`src/rtl/serial_bus_port_pkg.sv`:
```
`default_nettype none
// ============================================================================
// Module      : serial_bus_port_pkg
// Description : Shared types and helpers for the serial bus port.
// Revision    : 1.0 - initial release
// ============================================================================
package serial_bus_port_pkg;

  // Port sequencer states.
  typedef enum logic [1:0] {
    IDLE = 2'd0,
    SEND = 2'd1,
    RECV = 2'd2
  } bus_state_t;

  // Counter width able to hold values 0..n-1, never narrower than one bit.
  function automatic int cnt_width(input int n);
    return (n > 1) ? $clog2(n) : 1;
  endfunction

endpackage
`default_nettype wire

```
`src/rtl/serial_bus_port_if.sv`:
```
`default_nettype none
// ============================================================================
// Module      : serial_bus_port_if
// Description : Handshake and bus signal bundle of the serial bus port.
//               slave  = the port itself, master = the core / external side.
// Revision    : 1.0 - initial release
// ============================================================================
interface serial_bus_port_if #(
  parameter int DATA_W = 16,
  parameter int BUS_W  = 8,
  parameter int NCH    = 3
);

  logic [NCH-1:0]        tx_req;
  logic [NCH*DATA_W-1:0] tx_data;
  logic [NCH-1:0]        tx_grant;
  logic                  tx_done;
  logic                  rx_start;
  logic [DATA_W-1:0]     rx_data;
  logic                  rx_valid;
  logic                  ard_data_ready;
  logic                  ard_receive_ready;
  logic [BUS_W-1:0]      in_bus;
  logic [BUS_W-1:0]      out_bus;
  logic [NCH-1:0]        bus_sel;
  logic                  busy;
  logic                  error;

  modport slave (
    input  tx_req, tx_data, rx_start, ard_data_ready, ard_receive_ready, in_bus,
    output tx_grant, tx_done, rx_data, rx_valid, out_bus, bus_sel, busy, error
  );

  modport master (
    output tx_req, tx_data, rx_start, ard_data_ready, ard_receive_ready, in_bus,
    input  tx_grant, tx_done, rx_data, rx_valid, out_bus, bus_sel, busy, error
  );

endinterface
`default_nettype wire

```
`src/rtl/serial_bus_port_shifter.sv`:
```
`default_nettype none
// ============================================================================
// Module      : bus_word_shifter
// Description : DATA_W-bit word register with parallel load and left shift by
//               BUS_W. The top BUS_W bits are the serial output; serial input
//               enters at the LSB end. Shared by transmit and receive.
// Revision    : 1.0 - initial release
// ============================================================================
module bus_word_shifter #(
  parameter int DATA_W = 16,
  parameter int BUS_W  = 8
) (
  input  wire logic              clk,
  input  wire logic              rst,
  input  wire logic              load,
  input  wire logic [DATA_W-1:0] load_word,
  input  wire logic              shift,
  input  wire logic [BUS_W-1:0]  ser_in,
  output logic      [BUS_W-1:0]  ser_out,
  output logic      [DATA_W-1:0] shifted_word
);

  logic [DATA_W-1:0] word_q;
  logic [DATA_W-1:0] word_d;

  // Word after one shift step; a single-beat word is simply replaced.
  generate
    if (DATA_W > BUS_W) begin : g_multi_beat
      assign shifted_word = {word_q[DATA_W-BUS_W-1:0], ser_in};
    end else begin : g_single_beat
      assign shifted_word = ser_in;
    end
  endgenerate

  assign ser_out = word_q[DATA_W-1 -: BUS_W];

  // Load has precedence over shift; the port never asserts both.
  always_comb begin
    word_d = word_q;
    if (load) begin
      word_d = load_word;
    end else if (shift) begin
      word_d = shifted_word;
    end
  end

  // Word register.
  always_ff @(posedge clk) begin
    if (rst) begin
      word_q <= '0;
    end else begin
      word_q <= word_d;
    end
  end

endmodule
`default_nettype wire

```
`src/rtl/serial_bus_port.sv`:
```
`default_nettype none
// ============================================================================
// Module      : serial_bus_port
// Description : Arbitrated, handshaked serial port. Sends DATA_W-bit words from
//               NCH prioritised channels and receives DATA_W-bit words, MSB
//               beat first, over a BUS_W-bit bus. Optional beat-gap timeout
//               and sticky protocol-error flag. DATA_W must be a multiple of
//               BUS_W.
// Revision    : 1.0 - initial release
// ============================================================================
module serial_bus_port
  import serial_bus_port_pkg::*;
#(
  parameter int DATA_W  = 16,
  parameter int BUS_W   = 8,
  parameter int NCH     = 3,
  parameter int TIMEOUT = 0
) (
  input wire logic         clk,
  input wire logic         rst,
  serial_bus_port_if.slave bus
);

  localparam int BEATS = DATA_W / BUS_W;
  localparam int BEAT_W = cnt_width(BEATS);
  localparam int GAP_W = cnt_width(TIMEOUT);
  localparam logic [BEAT_W-1:0] BEAT_LAST = BEAT_W'(BEATS - 1);
  localparam logic [GAP_W-1:0] GAP_LAST = GAP_W'((TIMEOUT > 0) ? TIMEOUT - 1 : 0);

  bus_state_t        state_q, state_d;
  logic [NCH-1:0]    grant_q, grant_d;
  logic [BEAT_W-1:0] beat_q, beat_d;
  logic [GAP_W-1:0]  gap_q, gap_d;
  logic              tx_done_q, tx_done_d;
  logic              rx_valid_q, rx_valid_d;
  logic [DATA_W-1:0] rx_data_q, rx_data_d;
  logic              error_q, error_d;

  logic [NCH-1:0]    sel_oh;
  logic [DATA_W-1:0] sel_word;
  logic              sh_load;
  logic              sh_shift;
  logic [BUS_W-1:0]  sh_in;
  logic [BUS_W-1:0]  sh_out;
  logic [DATA_W-1:0] sh_shifted;

  bus_word_shifter #(
    .DATA_W (DATA_W),
    .BUS_W  (BUS_W)
  ) u_shifter (
    .clk          (clk),
    .rst          (rst),
    .load         (sh_load),
    .load_word    (sel_word),
    .shift        (sh_shift),
    .ser_in       (sh_in),
    .ser_out      (sh_out),
    .shifted_word (sh_shifted)
  );

  // Fixed-priority pick of the lowest requesting channel and its word.
  always_comb begin
    sel_oh   = '0;
    sel_word = '0;
    for (int i = NCH - 1; i >= 0; i--) begin
      if (bus.tx_req[i]) begin
        sel_oh    = '0;
        sel_oh[i] = 1'b1;
        sel_word  = bus.tx_data[i*DATA_W +: DATA_W];
      end
    end
  end

  // Sequencer: next state, beat/gap counting, shifter control and pulses.
  always_comb begin
    state_d    = state_q;
    grant_d    = grant_q;
    beat_d     = beat_q;
    gap_d      = gap_q;
    tx_done_d  = 1'b0;
    rx_valid_d = 1'b0;
    rx_data_d  = rx_data_q;
    error_d    = error_q;
    sh_load    = 1'b0;
    sh_shift   = 1'b0;
    sh_in      = (state_q == RECV) ? bus.in_bus : '0;

    // An inbound beat outside a receive is a protocol error and is dropped.
    if (bus.ard_data_ready && (state_q != RECV)) begin
      error_d = 1'b1;
    end

    case (state_q)
      IDLE: begin
        beat_d  = '0;
        gap_d   = '0;
        grant_d = '0;
        if (bus.rx_start) begin
          state_d = RECV;
        end else if (|bus.tx_req) begin
          state_d = SEND;
          grant_d = sel_oh;
          sh_load = 1'b1;
        end
      end

      SEND: begin
        if (bus.ard_receive_ready) begin
          sh_shift = 1'b1;
          gap_d    = '0;
          if (beat_q == BEAT_LAST) begin
            state_d   = IDLE;
            grant_d   = '0;
            tx_done_d = 1'b1;
          end else begin
            beat_d = beat_q + BEAT_W'(1);
          end
        end else if (TIMEOUT > 0) begin
          if (gap_q == GAP_LAST) begin
            state_d = IDLE;
            grant_d = '0;
            error_d = 1'b1;
          end else begin
            gap_d = gap_q + GAP_W'(1);
          end
        end
      end

      RECV: begin
        if (bus.ard_data_ready) begin
          sh_shift = 1'b1;
          gap_d    = '0;
          if (beat_q == BEAT_LAST) begin
            state_d    = IDLE;
            rx_data_d  = sh_shifted;
            rx_valid_d = 1'b1;
          end else begin
            beat_d = beat_q + BEAT_W'(1);
          end
        end else if (TIMEOUT > 0) begin
          if (gap_q == GAP_LAST) begin
            state_d = IDLE;
            error_d = 1'b1;
          end else begin
            gap_d = gap_q + GAP_W'(1);
          end
        end
      end

      default: begin
        state_d = IDLE;
        grant_d = '0;
      end
    endcase
  end

  // Sequencer registers.
  always_ff @(posedge clk) begin
    if (rst) begin
      state_q    <= IDLE;
      grant_q    <= '0;
      beat_q     <= '0;
      gap_q      <= '0;
      tx_done_q  <= 1'b0;
      rx_valid_q <= 1'b0;
      rx_data_q  <= '0;
      error_q    <= 1'b0;
    end else begin
      state_q    <= state_d;
      grant_q    <= grant_d;
      beat_q     <= beat_d;
      gap_q      <= gap_d;
      tx_done_q  <= tx_done_d;
      rx_valid_q <= rx_valid_d;
      rx_data_q  <= rx_data_d;
      error_q    <= error_d;
    end
  end

  // grant_q is only non-zero while in SEND.
  assign bus.tx_grant = grant_q;
  assign bus.bus_sel  = grant_q;
  assign bus.out_bus  = (state_q == SEND) ? sh_out : '0;
  assign bus.tx_done  = tx_done_q;
  assign bus.rx_valid = rx_valid_q;
  assign bus.rx_data  = rx_data_q;
  assign bus.busy     = (state_q != IDLE);
  assign bus.error    = error_q;

endmodule
`default_nettype wire

```
`src/flat_wrapper.sv`:
```
// flat-port wrapper written by rule: the top's interface ports become plain ports
module serial_bus_port_flat import serial_bus_port_pkg::*;
#(
  parameter int DATA_W  = 16,
  parameter int BUS_W   = 8,
  parameter int NCH     = 3,
  parameter int TIMEOUT = 0
)
  (clk, rst, bus_tx_req, bus_tx_data, bus_rx_start, bus_ard_data_ready, bus_ard_receive_ready, bus_in_bus, bus_tx_grant, bus_tx_done, bus_rx_data, bus_rx_valid, bus_out_bus, bus_bus_sel, bus_busy, bus_error);
  serial_bus_port_if #(.DATA_W(DATA_W), .BUS_W(BUS_W), .NCH(NCH)) bus_i ();
  input wire logic clk;
  input wire logic rst;
  input wire logic [$bits(bus_i.tx_req)-1:0] bus_tx_req;
  input wire logic [$bits(bus_i.tx_data)-1:0] bus_tx_data;
  input wire logic [$bits(bus_i.rx_start)-1:0] bus_rx_start;
  input wire logic [$bits(bus_i.ard_data_ready)-1:0] bus_ard_data_ready;
  input wire logic [$bits(bus_i.ard_receive_ready)-1:0] bus_ard_receive_ready;
  input wire logic [$bits(bus_i.in_bus)-1:0] bus_in_bus;
  output wire logic [$bits(bus_i.tx_grant)-1:0] bus_tx_grant;
  output wire logic [$bits(bus_i.tx_done)-1:0] bus_tx_done;
  output wire logic [$bits(bus_i.rx_data)-1:0] bus_rx_data;
  output wire logic [$bits(bus_i.rx_valid)-1:0] bus_rx_valid;
  output wire logic [$bits(bus_i.out_bus)-1:0] bus_out_bus;
  output wire logic [$bits(bus_i.bus_sel)-1:0] bus_bus_sel;
  output wire logic [$bits(bus_i.busy)-1:0] bus_busy;
  output wire logic [$bits(bus_i.error)-1:0] bus_error;
  assign bus_i.tx_req = bus_tx_req;
  assign bus_i.tx_data = bus_tx_data;
  assign bus_i.rx_start = bus_rx_start;
  assign bus_i.ard_data_ready = bus_ard_data_ready;
  assign bus_i.ard_receive_ready = bus_ard_receive_ready;
  assign bus_i.in_bus = bus_in_bus;
  assign bus_tx_grant = bus_i.tx_grant;
  assign bus_tx_done = bus_i.tx_done;
  assign bus_rx_data = bus_i.rx_data;
  assign bus_rx_valid = bus_i.rx_valid;
  assign bus_out_bus = bus_i.out_bus;
  assign bus_bus_sel = bus_i.bus_sel;
  assign bus_busy = bus_i.busy;
  assign bus_error = bus_i.error;
  serial_bus_port #(.DATA_W(DATA_W), .BUS_W(BUS_W), .NCH(NCH), .TIMEOUT(TIMEOUT)) u_core (.clk(clk), .rst(rst), .bus(bus_i));
endmodule
```
`config.mk`:
```
export PLATFORM = sky130hd
export DESIGN_NAME = serial_bus_port_flat
export DESIGN_NICKNAME = d
export VERILOG_FILES = /design/src/rtl/serial_bus_port_pkg.sv /design/src/rtl/serial_bus_port_if.sv /design/src/rtl/serial_bus_port_shifter.sv /design/src/rtl/serial_bus_port.sv /design/src/flat_wrapper.sv
export SDC_FILE = /design/constraint.sdc
export NUM_CORES = 1
export LEC_CHECK = 0
export CAP_MARGIN = 10
export CORE_MARGIN = 5
export CORE_UTILIZATION = 29
export CTS_CLUSTER_DIAMETER = 30
export DETAILED_ROUTE_END_ITERATION = 10
export GPL_ROUTABILITY_DRIVEN = 0
export PLACE_DENSITY = 0.56
export SYNTH_ARGS = -nofsm -noshare
export SYNTH_HDL_FRONTEND = slang
export SYNTH_SLANG_ARGS = --single-unit
```
`constraint.sdc`:
```
create_clock -name clk -period 1.9 [get_ports clk]
set_input_delay 0.19 -clock clk [delete_from_list [all_inputs] [get_ports clk]]
set_output_delay 0.19 -clock clk [all_outputs]
set_load 0.02 [all_outputs]
```
==> impl_metrics.tcl <==
set metrics [dict create \
    min_from "u_core.bus.rx_data[4]$_SDFFE_PP0P_" \
    dp.cells 457 \
    seq_power_share_pct 35.3 \
    finalNetCount 433 \
    ir_drop_mv 0.504 \
    synth_top_area_cell "dfxtp_1" \
    wl_met3_um 489 \
    synth_nets 339 \
    power_density_nw_per_um2 940 \
    synth_most_common_cell "nand2_1" \
    syn_area_um2 2160 \
    switching_power_mw 1.12 \
    max_freq_mhz 563 \
    grt_usage_pct 14.8 \
    wl_per_cell_um 14.4 \
    syn_avg_cell_area_um2 7.96 \
    clk_pin_slew_ps 90 \
    start_util_pct 29.7 \
    fin_tns_setup_ps 0 \
    crit_fanout 6 \
    ys_warn_count 0 \
    dr.pass1.iters 5 \
    multi_input_area_um2 1180 \
    ys_types 29 \
    dieHeight_um 96.2 \
    nFillCells 743 \
    end_kind "register" \
    area_growth_pct 55.7 \
    ys_ff_latch 41 \
    synth.yosys.seq_area_share_pct 38.1 \
    rows 31 \
    tritoncts "done" \
    hold-path-endpoint "u_core.bus.rx_data[4]$_SDFFE_PP0P_" \
    slew_headroom_pct 69.6 \
    die_width_um 96.2 \
    clock_skew_ps 7.29 \
    drive_gt1_share_pct 10.1 \
    n_antenna_cell 0 \
    synthCells 271 \
    crit_type "register to register" \
    grt_pass1_wl_um 10800 \
    tightest_slew_ps 455 \
    rrSetupSlack_ps 120 \
    critPathRequiredTime_ps 2110 \
    p_int_mw 2.04 \
    switching_share_pct 35.4 \
    place.port_buffers 97 \
    numCtsBuffers 5 \
    ctsHtreeMaxLevel 2 \
    setup_ws_ps 123 \
    routed_wl_um 6700 \
    num_vias 2284 \
    synth_ff_type "dfxtp_1" \
    status "complete, no violations" \
    synth_edf_count 0 \
    r2r_end "u_core.state_q[0]$_SDFFE_PP0P_" \
    fp.coreArea_um2 7250 \
    r2r_cells 6 \
    drt_iter0_markers 101 \
    antenna_found_initial 0 \
    startpoint_type "register" \
    finalSetupViolations 0 \
    final_hold_viol_count 0 \
    postRouteAntennaNets 0 \
    post-dp-hpwl_um 5180 \
    fin_util_pct 46.3 \
    clock-sinks 41 \
    async_flop_share_pct 0 \
    fin_crit_sh_pct 93.5 \
    maxSlewViolCount 0 \
    fp.dieArea_um2 9260 \
    synthTopCellsByArea "dfxtp_1, nand2_1, a21oi_1, o211a_1, a22oi_1" \
    fin_crit_ps 1780 \
    first_global_vias 2265 \
    grt_setup_unrepaired "false" \
    grt_max_degree 42 \
    maxCapViolCount 0 \
    hold_path.class "register to register" \
    ios 98 \
    clkPwrFrac_pct 22.7 \
    r2r_start "u_core.state_q[0]$_SDFFE_PP0P_" \
    seqCellArea_um2 821 \
    cts_root_buf "clkbuf_8" \
    ys_top_cells_by_count "nand2_1, dfxtp_1, a21oi_1" \
    gr-total-overflow 0 \
    hold_depth 2 \
    post-place-ws_ps 15.9 \
    remaining_drc_errors 0 \
    wl_met2_um 3250 \
    insertion_delay_ps 300 \
    synth_top_area_share_pct 38.1 \
    top_layer "met4" \
    met1_length_um 2860 \
    p_comb_share_pct 42.0 \
    clock_path_buffers 2 \
    routed_via_density 4.91 \
    critical_path_arrival_ps 1980 \
    stdcell_count 465 \
    p_leak_nw 1.34 \
]
-- cells in the final DEF (no fill, tap or decap), drive strengths merged, types with 4 or more instances in the layout --
master and instances:
clkbuf 5, dlygate4sd2 9, clkdlybuf4s50 88, nand3 5
ha 4, nand2 60, a221oi 9, o211a 16
nor3 19, nand2b 6, a21oi 32, and2 8
o22ai 9, nor2 5, a22oi 17, inv 7
buf 17, dfxtp 41
-- repair_timing --
| item | 4_1_cts | 5_1_grt |
|---|---|---|
| buffers inserted | 0 | 0 |
| gates cloned | 0 | 0 |
| hold buffers | 0 | 0 |
| setup endpoints to repair | 8 | 16 |
| hold endpoints to repair | 0 | 0 |
| gates resized for setup | 11 | 3 |
-- cell type report --
type	count	share of cell area, %
Inverter	7	0.782
Timing Repair Buffer	114	32.4
Clock buffer	5	2.05
Sequential cell	41	24.4
Tap cell	99	3.69
Clock inverter	3	1.38
Multi-Input combinational cell	196	35.3
-- worst max-delay path: stages, from the launching register on --
cell	delay, ps
dfxtp_1	420
inv_1	110
ha_2	350
a222oi_1	340
buf_4	180
nand2b_1	50
a221oi_1	230
-- registers in the layout, summed over array words and instances (netlist names) --
signal                   flops
u_core.bus.rx_valid          1
u_core.u_shifter.word_q     16
u_core.bus.tx_done           1
u_core.beat_q                1
u_core.bus.rx_data          16
u_core.bus.error             1
u_core.bus.bus_sel           3
u_core.state_q               2
-- through the flow --
| stage | hold slack, ps | total power [mW] | cell area (um2) |
|---|---|---|---|
| final | 460 | 3.16 | 3360 |
| after global routing | 482 | 3.37 | 3360 |
| after CTS | 462 | 3.18 | 3350 |
| after detailed placement | 450 | 2.46 | 3230 |
| after global placement | 450 | 2.44 | 3230 |
| after floorplan | 317 | 1.93 | 2160 |
-- power by group through the flow --
stage / registers [mW] / logic [mW] / clock network [mW]
2_1_floorplan: 1.11 / 0.823 / 0
3_3_place_gp: 1.13 / 1.31 / 0
3_5_place_dp: 1.13 / 1.33 / 0
4_1_cts: 1.12 / 1.32 / 0.736
5_1_grt: 1.13 / 1.47 / 0.769
6_report: 1.12 / 1.33 / 0.716
-- layer usage --
metal / GRT usage [%] / up-vias
met5: 0 / -
met4: 4.62 / 0
met3: 4.53 / 10
met2: 25.2 / 71
met1: 17.8 / 1046
li1: - / 1157
-- cell families after synthesis --
| kind of cell | share of synthesized area [%] |
|---|---|
| AO/OA/AOI/OAI | 28.4 |
| adder cells (fa/ha/maj) | 2.32 |
| buffers and inverters | 7.95 |
| flip-flops | 38.1 |
| multiplexers | 0.464 |
| AND/OR/NAND/NOR | 22.9 |
-- how the worst max path moves through the flow --
stage,startpoint,end,slack (ps),cells past startpoint
after floorplan,u_core.state_q[0]$_SDFFE_PP0P_,u_core.u_shifter.word_q[0]$_SDFFE_PP0P_,250,9
after global placement,u_core.state_q[1]$_SDFFE_PP0P_,bus_out_bus[0],70,5
after detailed placement,u_core.state_q[1]$_SDFFE_PP0P_,bus_out_bus[1],20,5
after CTS,u_core.state_q[0]$_SDFFE_PP0P_,u_core.state_q[0]$_SDFFE_PP0P_,70,6
after global routing,u_core.state_q[0]$_SDFFE_PP0P_,u_core.state_q[0]$_SDFFE_PP0P_,10,6
final,u_core.state_q[0]$_SDFFE_PP0P_,u_core.state_q[0]$_SDFFE_PP0P_,120,6
Power figures use the tool's default switching activity.
